==> src/rtl/pe_array_sequencer_pkg.sv <==
// Shared types and constants for the PE array sequencer: state encoding,
// default geometry, and the filter-load / drain counter sizing.
package pe_array_sequencer_pkg;

   localparam int unsigned DEF_N_PE   = 8;
   localparam int unsigned DEF_ROW_W  = 8;
   localparam int unsigned DEF_K      = 3;
   localparam int unsigned DEF_PE_LAT = 2;

   // Shared counter for filter-word loading and drain cycles
   localparam int unsigned CNT_W = 8;

   typedef enum logic [2:0] {
      ST_IDLE,
      ST_LBRST,
      ST_FILT,
      ST_STREAM,
      ST_DRAIN,
      ST_DONE
   } state_e;

   // Words per filter: one K x K kernel
   function automatic int unsigned filt_words(input int unsigned k);
      return k * k;
   endfunction

   // Drain counter terminal value; a zero latency still spends one cycle in DRAIN
   function automatic int unsigned drain_last(input int unsigned lat);
      return (lat == 0) ? 0 : lat - 1;
   endfunction

endpackage

==> src/rtl/pe_array_sequencer_if.sv <==
// Layer control and pixel/filter handshake between the host side and the sequencer.
interface pe_array_sequencer_if
   import pe_array_sequencer_pkg::*;
#(
   parameter int unsigned N_PE  = DEF_N_PE,
   parameter int unsigned ROW_W = DEF_ROW_W
) ();

   logic             start;
   logic [ROW_W-1:0] row_length;
   logic [ROW_W-1:0] num_rows;
   logic [N_PE-1:0]  pe_mask;
   logic             nl_cfg;
   logic             fb_cfg;
   logic             in_valid;
   logic             in_ready;
   logic             busy;
   logic             done;
   logic             cfg_err;

   modport master (
      output start, row_length, num_rows, pe_mask, nl_cfg, fb_cfg, in_valid,
      input  in_ready, busy, done, cfg_err
   );

   modport slave (
      input  start, row_length, num_rows, pe_mask, nl_cfg, fb_cfg, in_valid,
      output in_ready, busy, done, cfg_err
   );

endinterface

==> src/rtl/seq_delay_pipe.sv <==
// W-bit wide, DEPTH-stage shift register used to stagger the per-PE strobes.
module seq_delay_pipe #(
   parameter int unsigned W     = 8,
   parameter int unsigned DEPTH = 1
) (
   input  logic         clk,
   input  logic         rst,
   input  logic [W-1:0] din,
   output logic [W-1:0] dout
);

   logic [W-1:0] stage [DEPTH];

   always_ff @(posedge clk) begin
      if (!rst) begin
         for (int unsigned i = 0; i < DEPTH; i++) stage[i] <= '0;
      end else begin
         stage[0] <= din;
         for (int unsigned i = 1; i < DEPTH; i++) stage[i] <= stage[i-1];
      end
   end

   assign dout = stage[DEPTH-1];

endmodule

==> src/rtl/pe_array_sequencer.sv <==
// Layer sequencer for a PE array: loads a K x K filter, streams a frame of
// pixels, and generates the per-PE shift / MAC / adder / NL / feedback strobes.
module pe_array_sequencer
   import pe_array_sequencer_pkg::*;
#(
   parameter int unsigned N_PE   = DEF_N_PE,
   parameter int unsigned ROW_W  = DEF_ROW_W,
   parameter int unsigned K      = DEF_K,
   parameter int unsigned PE_LAT = DEF_PE_LAT
) (
   input  logic                clk,
   input  logic                rst,
   pe_array_sequencer_if.slave bus,
   output logic                line_buffer_reset,
   output logic [N_PE-1:0]     shifting_filter,
   output logic [N_PE-1:0]     shifting_line,
   output logic [N_PE-1:0]     mac_enable,
   output logic [N_PE-1:0]     adder_enable,
   output logic [N_PE-1:0]     nl_enable,
   output logic [N_PE-1:0]     feedback_enable
);

   localparam logic [CNT_W-1:0] FILT_LAST  = CNT_W'(filt_words(K) - 1);
   localparam logic [CNT_W-1:0] DRAIN_LAST = CNT_W'(drain_last(PE_LAT));
   localparam logic [ROW_W-1:0] K_MIN      = ROW_W'(K);
   localparam logic [ROW_W-1:0] K_EDGE     = ROW_W'(K - 1);

   state_e           state, state_n;
   logic [CNT_W-1:0] cnt, cnt_n;
   logic [ROW_W-1:0] col, col_n;
   logic [ROW_W-1:0] row, row_n;

   logic [ROW_W-1:0] rl_q, nr_q;
   logic [N_PE-1:0]  mask_q;
   logic             nl_q, fb_q;

   logic             beat;
   logic             cfg_load, cfg_bad, mac_hit;
   logic [N_PE-1:0]  nl_gate;

   assign beat = bus.in_valid & bus.in_ready;

   // Next-state and counter update
   always_comb begin
      state_n  = state;
      cnt_n    = cnt;
      col_n    = col;
      row_n    = row;
      cfg_load = 1'b0;
      cfg_bad  = 1'b0;
      mac_hit  = 1'b0;
      case (state)
         ST_IDLE: begin
            if (bus.start) begin
               cfg_load = 1'b1;
               if ((bus.row_length < K_MIN) || (bus.num_rows < K_MIN) || (bus.pe_mask == '0))
                  cfg_bad = 1'b1;
               else
                  state_n = ST_LBRST;
            end
         end
         ST_LBRST: begin
            cnt_n   = '0;
            state_n = ST_FILT;
         end
         ST_FILT: begin
            if (beat) begin
               if (cnt == FILT_LAST) begin
                  cnt_n   = '0;
                  col_n   = '0;
                  row_n   = '0;
                  state_n = ST_STREAM;
               end else begin
                  cnt_n = cnt + CNT_W'(1);
               end
            end
         end
         ST_STREAM: begin
            if (beat) begin
               mac_hit = (col >= K_EDGE) && (row >= K_EDGE);
               if (col == rl_q - ROW_W'(1)) begin
                  col_n = '0;
                  if (row == nr_q - ROW_W'(1)) begin
                     cnt_n   = '0;
                     state_n = ST_DRAIN;
                  end else begin
                     row_n = row + ROW_W'(1);
                  end
               end else begin
                  col_n = col + ROW_W'(1);
               end
            end
         end
         ST_DRAIN: begin
            if (cnt == DRAIN_LAST) state_n = ST_DONE;
            else                   cnt_n   = cnt + CNT_W'(1);
         end
         ST_DONE:  state_n = ST_IDLE;
         default:  state_n = ST_IDLE;
      endcase
   end

   // State, counters, latched config and registered control outputs
   always_ff @(posedge clk) begin
      if (!rst) begin
         state             <= ST_IDLE;
         cnt               <= '0;
         col               <= '0;
         row               <= '0;
         rl_q              <= '0;
         nr_q              <= '0;
         mask_q            <= '0;
         nl_q              <= 1'b0;
         fb_q              <= 1'b0;
         bus.in_ready      <= 1'b0;
         bus.busy          <= 1'b0;
         bus.done          <= 1'b0;
         bus.cfg_err       <= 1'b0;
         line_buffer_reset <= 1'b0;
         mac_enable        <= '0;
         feedback_enable   <= '0;
      end else begin
         state <= state_n;
         cnt   <= cnt_n;
         col   <= col_n;
         row   <= row_n;
         if (cfg_load) begin
            rl_q   <= bus.row_length;
            nr_q   <= bus.num_rows;
            mask_q <= bus.pe_mask;
            nl_q   <= bus.nl_cfg;
            fb_q   <= bus.fb_cfg;
         end
         bus.in_ready      <= (state_n == ST_FILT) || (state_n == ST_STREAM);
         bus.busy          <= (state_n != ST_IDLE);
         bus.done          <= (state_n == ST_DONE);
         bus.cfg_err       <= cfg_bad;
         line_buffer_reset <= (state_n == ST_LBRST);
         mac_enable        <= mac_hit ? mask_q : '0;
         feedback_enable   <= (fb_q && ((state_n == ST_STREAM) || (state_n == ST_DRAIN))) ? mask_q : '0;
      end
   end

   // Shift strobes track the accepting beat in the same cycle
   assign shifting_filter = ((state == ST_FILT)   && beat) ? mask_q : '0;
   assign shifting_line   = ((state == ST_STREAM) && beat) ? mask_q : '0;

   assign nl_gate = adder_enable & {N_PE{nl_q}};

   seq_delay_pipe #(.W(N_PE), .DEPTH(1)) u_adder_pipe (
      .clk  (clk),
      .rst  (rst),
      .din  (mac_enable),
      .dout (adder_enable)
   );

   seq_delay_pipe #(.W(N_PE), .DEPTH(1)) u_nl_pipe (
      .clk  (clk),
      .rst  (rst),
      .din  (nl_gate),
      .dout (nl_enable)
   );

endmodule

==> src/flat_wrapper.sv <==
// flat-port wrapper written by rule: the top's interface ports become plain ports
module pe_array_sequencer_flat import pe_array_sequencer_pkg::*;
#(
   parameter int unsigned N_PE   = DEF_N_PE,
   parameter int unsigned ROW_W  = DEF_ROW_W,
   parameter int unsigned K      = DEF_K,
   parameter int unsigned PE_LAT = DEF_PE_LAT
)
  (clk, rst, line_buffer_reset, shifting_filter, shifting_line, mac_enable, adder_enable, nl_enable, feedback_enable, bus_start, bus_row_length, bus_num_rows, bus_pe_mask, bus_nl_cfg, bus_fb_cfg, bus_in_valid, bus_in_ready, bus_busy, bus_done, bus_cfg_err);
  pe_array_sequencer_if #(.N_PE(N_PE), .ROW_W(ROW_W)) bus_i ();
  input  logic clk;
  input  logic rst;
  output logic line_buffer_reset;
  output logic [N_PE-1:0] shifting_filter;
  output logic [N_PE-1:0] shifting_line;
  output logic [N_PE-1:0] mac_enable;
  output logic [N_PE-1:0] adder_enable;
  output logic [N_PE-1:0] nl_enable;
  output logic [N_PE-1:0] feedback_enable;
  input wire logic [$bits(bus_i.start)-1:0] bus_start;
  input wire logic [$bits(bus_i.row_length)-1:0] bus_row_length;
  input wire logic [$bits(bus_i.num_rows)-1:0] bus_num_rows;
  input wire logic [$bits(bus_i.pe_mask)-1:0] bus_pe_mask;
  input wire logic [$bits(bus_i.nl_cfg)-1:0] bus_nl_cfg;
  input wire logic [$bits(bus_i.fb_cfg)-1:0] bus_fb_cfg;
  input wire logic [$bits(bus_i.in_valid)-1:0] bus_in_valid;
  output wire logic [$bits(bus_i.in_ready)-1:0] bus_in_ready;
  output wire logic [$bits(bus_i.busy)-1:0] bus_busy;
  output wire logic [$bits(bus_i.done)-1:0] bus_done;
  output wire logic [$bits(bus_i.cfg_err)-1:0] bus_cfg_err;
  assign bus_i.start = bus_start;
  assign bus_i.row_length = bus_row_length;
  assign bus_i.num_rows = bus_num_rows;
  assign bus_i.pe_mask = bus_pe_mask;
  assign bus_i.nl_cfg = bus_nl_cfg;
  assign bus_i.fb_cfg = bus_fb_cfg;
  assign bus_i.in_valid = bus_in_valid;
  assign bus_in_ready = bus_i.in_ready;
  assign bus_busy = bus_i.busy;
  assign bus_done = bus_i.done;
  assign bus_cfg_err = bus_i.cfg_err;
  pe_array_sequencer #(.N_PE(N_PE), .ROW_W(ROW_W), .K(K), .PE_LAT(PE_LAT)) u_core (.clk(clk), .rst(rst), .bus(bus_i), .line_buffer_reset(line_buffer_reset), .shifting_filter(shifting_filter), .shifting_line(shifting_line), .mac_enable(mac_enable), .adder_enable(adder_enable), .nl_enable(nl_enable), .feedback_enable(feedback_enable));
endmodule
==> config.mk <==
export PLATFORM = sky130hd
export DESIGN_NAME = pe_array_sequencer_flat
export DESIGN_NICKNAME = d
export VERILOG_FILES = /design/src/rtl/pe_array_sequencer_pkg.sv /design/src/rtl/pe_array_sequencer_if.sv /design/src/rtl/seq_delay_pipe.sv /design/src/rtl/pe_array_sequencer.sv /design/src/flat_wrapper.sv
export SDC_FILE = /design/constraint.sdc
export NUM_CORES = 1
export LEC_CHECK = 0
export ABC_AREA = 0
export CAP_MARGIN = 0
export CORE_MARGIN = 5
export CORE_UTILIZATION = 25
export CTS_BUF_LIST = sky130_fd_sc_hd__clkbuf_4 sky130_fd_sc_hd__clkbuf_8
export DETAILED_ROUTE_END_ITERATION = 10
export DONT_BUFFER_PORTS = 1
export HOLD_SLACK_MARGIN = 0.03
export PLACE_DENSITY = 0.44
export SYNTH_ARGS = -nofsm -noshare
export SYNTH_HDL_FRONTEND = slang
export SYNTH_SLANG_ARGS = --single-unit
==> constraint.sdc <==
create_clock -name clk -period 3.3 [get_ports clk]
set_input_delay 0.66 -clock clk [delete_from_list [all_inputs] [get_ports clk]]
set_output_delay 0.66 -clock clk [all_outputs]
set_load 0.05 [all_outputs]
Word-level counts from Yosys, hierarchy flattened --
Memory sizes are Yosys's and may differ from the RTL's. Index checks and enable logic that the tools add are counted.
Word-level totals: bits in registers 74, latch bits 0, RAM bits 16, bits in read-only memories 0, input bits 30, output and inout bits 53, word-level logic and storage cells 108, memories 2
Memory list:
- u_core.u_adder_pipe.stage | depth 1, width 8, read ports 1, clocked after memory_dff 0, wr ports 1, RTL line seq_delay_pipe.sv:12 | logic [W-1:0] stage [DEPTH];
- u_core.u_nl_pipe.stage | depth 1, width 8, read ports 1, clocked after memory_dff 0, wr ports 1, RTL line seq_delay_pipe.sv:12
Operators by class: $add $sub $neg 5, multiply operators 0, div/mod/pow operators 0, order comparisons 4, equality and inequality tests 20, shift operators 0, muxes and demuxes 38, bitwise gates (word level) 2, reductions and logical operators 21
Operators with widths (number):
- $mux 8 | 17
- $pmux 8 s2 | 2
- $pmux 8 s4 | 1
- $add 8x1->8 const B | 3
- $mux 3 | 8
- $eq 8x8->1 | 2
- $ge 8x2->1 const B | 2
- $lt 8x2->1 const B | 2
- $reduce_or 8->1 | 2
- $sub 8x1->8 const B | 2
- $pmux 3 s5 | 1
- $eq 3x2->1 const B | 4
- $reduce_and 6->1 | 2
- $ne 2x1->1 const B | 5
- $eq 3x3->1 const B | 3
- $mux 1 | 9
- $and 8x8->8 | 1
- $eq 8x1->1 const B | 1
- $eq 8x4->1 const B | 1
- $logic_not 8->1 | 1
- $eq 3x1->1 const B | 2
- $logic_and 1x1->1 | 4
- $logic_or 1x1->1 | 4
- $ne 2x2->1 const B | 2
- 8 further kinds | 9

Logic depth before layout (Yosys ltp) --
Gate-level depths: netlist (run 1).
word-level depth 10, gate-level depth with buffers 11, mapped depth without buffers 10

Hierarchy --
A second synthesis (run 1) with hierarchy kept.
Second synthesis, totals: cells, all modules 495, area, all modules 4236.6 sq um
By module, submodules not included:
- pe_array_sequencer | times used 1, cells each 463, area an instance 3816.2 sq um, seq. area each 1481.4 sq um
- seq_delay_pipe | times used 2, cells each 16, area an instance 210.2 sq um, seq. area each 160.2 sq um

Worst setup path before layout (run 1) --
OpenSTA, ideal clock, no wires.
path type register to register, start point register u_core.rl_q[2], end point register u_core.cnt[7], setup time 0.070 ns, arrival time 2.816 ns, data required time 3.230 ns, path slack 0.414 ns, stages on the path, launching flop included 10, buffers on the path 1, clock period less this slack 2.886 ns, path through dfxtp_1 or3_1 or3_1 a21o_1 a2111oi_4 nand4_2 and2_1 buf_6 or4_1 a21oi_1
On the way: longest elaborated chain between the ends 4
RTL lines:
- start, declared | RTL line pe_array_sequencer.sv:33 | logic [ROW_W-1:0] rl_q, nr_q;
- start signal, assigned | RTL line pe_array_sequencer.sv:128 | rl_q <= bus.row_length;
- $sub 8x1->8 | RTL line pe_array_sequencer.sv:81 | if (col == rl_q - ROW_W'(1)) begin
- $eq 8x8->1 | RTL line pe_array_sequencer.sv:81
- $ne 2x1->1 (no line)
- $reduce_and 6->1 (no line)
- end signal, assigned | RTL line pe_array_sequencer.sv:124 | cnt <= cnt_n;
- end, declared | RTL line pe_array_sequencer.sv:29 | logic [CNT_W-1:0] cnt, cnt_n;
No other way between the ends. A chain may end at the register's enable or synchronous reset.

Worst setup path after layout (run 1) --
start point register u_core.rl_q[2], end point register u_core.row[6]
On the way: longest elaborated chain between the ends 4
RTL lines:
- $sub 8x1->8 | RTL line pe_array_sequencer.sv:81
- $eq 8x8->1 | RTL line pe_array_sequencer.sv:81
- $ne 2x1->1 (no line)
- $reduce_and 6->1 (no line)
- end signal, assigned | RTL line pe_array_sequencer.sv:126 | row <= row_n;
- end, declared | RTL line pe_array_sequencer.sv:31 | logic [ROW_W-1:0] row, row_n;
No other way between the ends.

==> flow_summary.ini, run 1 <==
[outcome]
status = finished clean

[critical_path]
critPathLaunchType = flop
end_kind = flop
cp.required_ns = 3.60
arrival_ns = 3.35
crit_path_max_fanout = 8
crit_type = flop to flop

[power_and_ir_drop]
pwr-share-seq_pct = 55.8
combPwrFrac_pct = 10.4
p_clk_share_pct = 33.8
internal_power_w = 0.00149
switching_share_pct = 28.5
power_density_mw_per_mm2 = 435
leakage_nw = 1.79
irDropWorstVdd_mv = 0.173
switching_power_w = 0.000593

[drt]
wl_met2_mm = 5.38
m1WireLength_mm = 4.91
drcViolationCount = 0
avgRoutedWirePerCell_um = 15.4
routed_wl_mm = 10.9
drt_first_iter_violations = 130
via_per_inst = 4.58
ant_nets = 0
wl_met3_um = 479
drtPass1Iterations = 4
route.top_layer_used = met4
via_count = 3247

[die]
fp-row-count = 47
die_w_um = 140
pin_count = 83
die_area_sq_mm = 0.0196
initial_core_util_pct = 25.4
die_y_um = 140
coreArea_sq_mm = 0.0166

[sta]
relSlewSlack_pct = 55.5
report.final.slew_viol_count = 0
fmax_mhz = 328
rsz0062_at_grt = false
hold_violations = 0
setup_viol = 0
worst_pin_slew_ns = 0.667
timing.final.crit_share_pct = 92.5
finalSetupTns_ns = 0
clock-skew-final_ns = 0.0144
finalCriticalPeriod_ns = 3.05

[min_path]
min-delay-path-class = input pin to flop

[cts]
postCtsResizedCells = 0
insertion_delay_ns = 0.37
h-tree-depth = 3
postCtsHoldBufs = 0
cts_setup_buffers = 0
clk_pin_slew_ns = 0.10
cts_tree = done
clock-sinks = 90
cts_buffers = 9
cts_root_buffer = clkbuf_8
clk_path_buf_depth = 2

[grt]
grt_pass1_vias = 3131
grt_pass1_wl_mm = 17.6
grt_max_degree = 58
antenna_found_initial = 0
track_usage_pct = 11.1
globalRouteOverflowTotal = 0

[finish]
fin_area_sq_mm = 0.00478
drive_above_1_share_pct = 8.18
areaGrowthSynthToFinish_pct = 13.4
nets = 524
nFillCells = 1791
antenna_cells = 0

[yosys]
synth_top_area_share_pct = 42.8
yosys-top-cells-area = dfxtp_1 43%, nand2_1 6.0%, and2_1 5.5%
syn_avg_cell_area_sq_um = 8.72
synth_cell_types = 55
postSynthCellCount = 483
synth_flop_cell = dfxtp_1
synth_nets = 522
synth_seq_cells = 90
synth_area_leader_cell = dfxtp_1
synth_edf_count = 0
async_flop_share_pct = 0
yosysSeqAreaShare_pct = 42.8
syn-cell-area_sq_mm = 0.00421
yosysWarnings = 0

[placed_design]
port_buffers = 0
place_area_sq_mm = 0.00460
gp_congestion = 0.844
hpwl_mm = 8.08

[job]
cap_violations = 0
path summary, 6_finish.rpt:
kind / startpoint / end / slack [ns] / depth (start not counted)
setup / recovery: u_core.rl_q[2] / u_core.row[6] / 0.25 / 8
hold / removal: rst / u_core.state[0] / 0.42 / 1
setup reg to reg: u_core.rl_q[2] / u_core.row[6] / 0.25 / 8
hold reg to reg: u_core.rl_q[7] / u_core.rl_q[7] / 0.48 / 2
layout make-up:
| cell class | instances | area, sq um | share of cell area [%] |
|---|---|---|---|
| clock inverter | 6 | 50.0 | 1.05 |
| timing repair buffer | 15 | 213 | 4.45 |
| inverter | 14 | 52.6 | 1.10 |
| multi-input combinational | 355 | 2260 | 47.3 |
| sequential | 90 | 1800 | 37.7 |
| clock buffer | 9 | 124 | 2.59 |
| tap | 220 | 275 | 5.76 |
synthesized netlist by cell type (2+ instances only):
master     number
nand4_1         7
nor3_1          9
clkbuf_1       21
a21boi_0       28
buf_1           2
nand4b_1        3
o21bai_1        3
xor2_1         11
nand2_1        67
ha_1            9
o21a_1          2
or2_2           2
nand3_1         9
mux2_2          2
mux2i_1         3
nor4_1          7
xnor2_1        22
a2111o_1        2
and2_1         37
nor2_1         29
and4_1          2
o211ai_1        3
o31ai_1         3
or4_1           6
inv_1          13
a21oi_1        14
a211oi_1        3
or3_1           3
or2_0           2
o311ai_0        2
o21ai_0         5
a2111oi_0       2
and3_1         24
nor2b_1         7
dfxtp_1        90
and3b_1         4
a31oi_1         7
cell families (layout without fill, tap and decap cells):
family / after synthesis / after routing / synth area share (%)
xor gates and xnor gates: 33 / 33 / 6.86
AOI/OAI and AO/OA: 85 / 85 / 15.0
muxes: 5 / 5 / 1.25
adders and majority gates: 9 / 9 / 2.67
and+or+nand+nor: 223 / 223 / 27.9
DFF: 90 / 90 / 42.8
buffers and inverters: 38 / 44 / 3.56
routing by layer:
layer	up-vias	GRT usage [%]
met5	-	0
met2	53	18.4
met3	8	2.61
met1	1509	14.3
met4	0	3.52
li1	1677	-
critical path: stages (launching register included):
cell	delay, ns
dfxtp_1	0.38
or3_1	0.41
or3_1	0.35
a21o_1	0.21
a2111oi_4	0.45
o2111ai_2	0.32
a2111o_1	0.51
or2_0	0.20
a21oi_1	0.16
flip-flops by register name, indices dropped and copies added (netlist names), 3 cells and up:
register	count
u_core.cnt	8
u_core.col	8
u_core.feedback_enable	8
u_core.mac_enable	8
u_core.mask_q	8
u_core.nr_q	8
u_core.rl_q	8
u_core.row	8
u_core.state	3
u_core.u_adder_pipe.stage	8
u_core.u_nl_pipe.stage	8
cell usage in the layout, fill, tap and decap left out, types with 11 or more instances in the layout:
master / instances
dfxtp_1: 90
nand2_1: 67
and2_1: 37
nor2_1: 29
a21boi_0: 28
and3_1: 24
xnor2_1: 22
a21oi_1: 14
inv_1: 13
xor2_1: 11
power groups by stage:
stage                     Combinational, W  Sequential (W)  Clock, W
final                             0.000216         0.00116  0.000702
after global routing              0.000245         0.00117  0.000773
after CTS                         0.000220         0.00116  0.000730
after detailed placement          0.000219         0.00119         0
after global placement            0.000216         0.00118         0
after floorplan                   0.000183         0.00117         0
metrics by stage:
step	util (%)	hold slack, ns	power (W)	instances	worst slack (ns)
final	28.8	0.423	0.00208	709	0.249
after global placement	27.8	0.460	0.00140	694	0.319
after CTS	28.8	0.392	0.00211	709	0.241
after global routing	28.8	0.399	0.00218	709	0.0490
after detailed placement	27.8	0.475	0.00141	694	0.269
after floorplan	-	0.444	0.00136	483	0.414
Power figures use the tool's default switching activity.
==> run 2, diff against run 1 <==
--- a/config.mk
+++ b/config.mk
@@ -5,7 +5,7 @@
 export SDC_FILE = /design/constraint.sdc
 export NUM_CORES = 1
 export LEC_CHECK = 0
-export ABC_AREA = 0
+export ABC_AREA = 1
 export CAP_MARGIN = 0
 export CORE_MARGIN = 5
 export CORE_UTILIZATION = 25
==> flow_summary.ini, run 2 <==
[power_and_ir_drop]
power_density_mw_per_mm2 = 514
leakage_nw = 2.02
irDropWorstVdd_mv = 0.164

[finish]
final_cell_mix = 120 x nand2_1, 106 x nor2_1, 90 x dfxtp_1, 76 x inv_1, 45 x a21oi_1
multi_input_area_sq_mm = 0.00205
antenna_cells = 0
fin_area_sq_mm = 0.00479
regArea_sq_mm = 0.00180
final_common_cell = nand2_1
nFillCells = 1838
drive_above_1_share_pct = 9.19
areaGrowthSynthToFinish_pct = 12.9
nets = 654

[placed_design]
port_buffers = 0
hpwl_mm = 8.44
gp_congestion = 0.828
place_area_sq_mm = 0.00458
place_ws_ns = 0.646

[min_path]
worstHoldEndpoint = u_core.u_adder_pipe.stage[0][1]
min_from = rst
hold-path-cell-count = 2
min-delay-path-class = input pin to flop

[die]
fp-row-count = 47
initial_core_util_pct = 25.5
die_y_um = 140
die_w_um = 140
pin_count = 83
die_area_sq_mm = 0.0197
coreArea_sq_mm = 0.0166

[cts]
cts_setup_buffers = 0
clock-sinks = 90
clk_pin_slew_ns = 0.10
postCtsHoldBufs = 0
cts_buffers = 9
cts_root_buffer = clkbuf_8
cts_tree = done
h-tree-depth = 3
clk_path_buf_depth = 2
postCtsResizedCells = 0
insertion_delay_ns = 0.37

[yosys]
synth_cell_types = 36
synth_nets = 642
yosys-top-cells-area = dfxtp_1 42%, nand2_1 11%, nor2_1 9.4%
synth_seq_cells = 90
syn_avg_cell_area_sq_um = 7.04
yosysSeqAreaShare_pct = 42.4
ys_top_cells_by_count = 120 x nand2_1, 106 x nor2_1, 90 x dfxtp_1
synth_edf_count = 0
syn-cell-area_sq_mm = 0.00425
postSynthCellCount = 603
async_flop_share_pct = 0
synth_flop_cell = dfxtp_1
synth.most_common_cell = nand2_1
synth_top_area_share_pct = 42.4
yosysWarnings = 0
synth_area_leader_cell = dfxtp_1

[critical_path]
r2r_slack_ns = 0.65
worstReg2RegEnd = u_core.feedback_enable[0]
end_kind = output pin
arrival_ns = 2.06
crit_start = u_core.state[0]
crit_path_max_fanout = 8
cp.required_ns = 2.64
critPathLaunchType = flop
reg2reg_depth = 16
crit-reg2reg-launch = u_core.nr_q[0]
crit_type = flop to output pin

[grt]
track_usage_pct = 11.3
globalRouteOverflowTotal = 0
grt_pass1_wl_mm = 18.0
grt_pass1_vias = 3423
grt_max_degree = 51
antenna_found_initial = 0

[outcome]
status = finished clean

[drt]
via_count = 3634
routed_wl_mm = 11.1
via_per_inst = 4.33
drcViolationCount = 0
drt_first_iter_violations = 131
ant_nets = 0
avgRoutedWirePerCell_um = 13.2
drtPass1Iterations = 4

[sta]
fin_ws_ns = 0.576
finalCriticalPeriod_ns = 2.72
report.final.slew_viol_count = 0
fmax_mhz = 367
relSlewSlack_pct = 62.7
finalSetupTns_ns = 0
setup_viol = 0
worst_pin_slew_ns = 0.556
timing.final.crit_share_pct = 82.5
clock-skew-final_ns = 0.0117
rsz0062_at_grt = false
hold_violations = 0

[job]
cap_violations = 0
[run 2: cell types whose count changed after synthesis, moves of 10 or more]
cell,change
and3_1,-24
nor2_1,+77
a21boi_0,-28
nand3_1,+16
xnor2_1,-18
a21oi_1,+31
nand2_1,+53
and2_1,-37
inv_1,+63
clkbuf_1,-10
o21ai_0,+28
[run 2: metrics by stage]
stage | hold slack [ns] | util, % | cells | total power [W]
2_1_floorplan | 0.448 | - | 603 | 0.00157
3_3_place_gp | 0.481 | 27.5 | 824 | 0.00167
3_5_place_dp | 0.484 | 27.5 | 824 | 0.00167
4_1_cts | 0.342 | 28.8 | 840 | 0.00251
5_1_grt | 0.354 | 28.8 | 840 | 0.00262
6_report | 0.373 | 28.8 | 840 | 0.00246
[run 2: layout make-up]
type                            instances  share of cell area [%]
Timing Repair Buffer                   18                    2.82
Multi-Input combinational cell        411                    42.7
Clock inverter                          7                    1.83
Sequential cell                        90                    37.6
Inverter                               85                    6.71
Tap cell                              220                    5.74
Clock buffer                            9                    2.58
[run 2: cells by family after synthesis]
group                    count (synthesis)  share of synthesized area [%]
AO/OA/AOI/OAI                           86                           11.0
XOR/XNOR                                22                           4.54
adder cells (fa/ha/maj)                  9                           2.65
buffers and inverters                  102                           9.43
flip-flops                              90                           42.4
AND/OR/NAND/NOR                        294                           30.0
[run 2: worst max path at each step]
| stage | cells past startpoint | slack [ns] | to |
|---|---|---|---|
| 2_1_floorplan | 4 | 0.78 | shifting_line[0] |
| 3_3_place_gp | 16 | 0.71 | u_core.feedback_enable[0] |
| 3_5_place_dp | 16 | 0.65 | u_core.feedback_enable[0] |
| 4_1_cts | 7 | 0.52 | shifting_line[2] |
| 5_1_grt | 7 | 0.39 | shifting_line[6] |
| 6_report | 7 | 0.58 | shifting_line[1] |
[run 2: report_power, final]
| group | switching [W] | internal [W] | total [W] | leakage (nW) |
|---|---|---|---|---|
| sequential | 0.0000563 | 0.00115 | 0.00120 | 0.732 |
| combinational | 0.000295 | 0.000139 | 0.000434 | 1.18 |
| clock | 0.000456 | 0.000370 | 0.000827 | 0.109 |
[run 2: layer usage]
metal,share of wire (%),vias up,track usage (%)
li1,-,1931,-
met1,47,1636,14.4
met2,47,55,17.9
met3,5.2,12,3.72
met4,1.7,0,3.82
met5,0,-,0
[run 2: worst max-delay path, cell delays in order (launching register included)]
cell     delay, ns
dfxtp_1       0.38
inv_2         0.07
nor3_4        0.30
inv_2         0.15
nor2_2        0.26
inv_1         0.19
nor2_1        0.14
buf_4         0.21
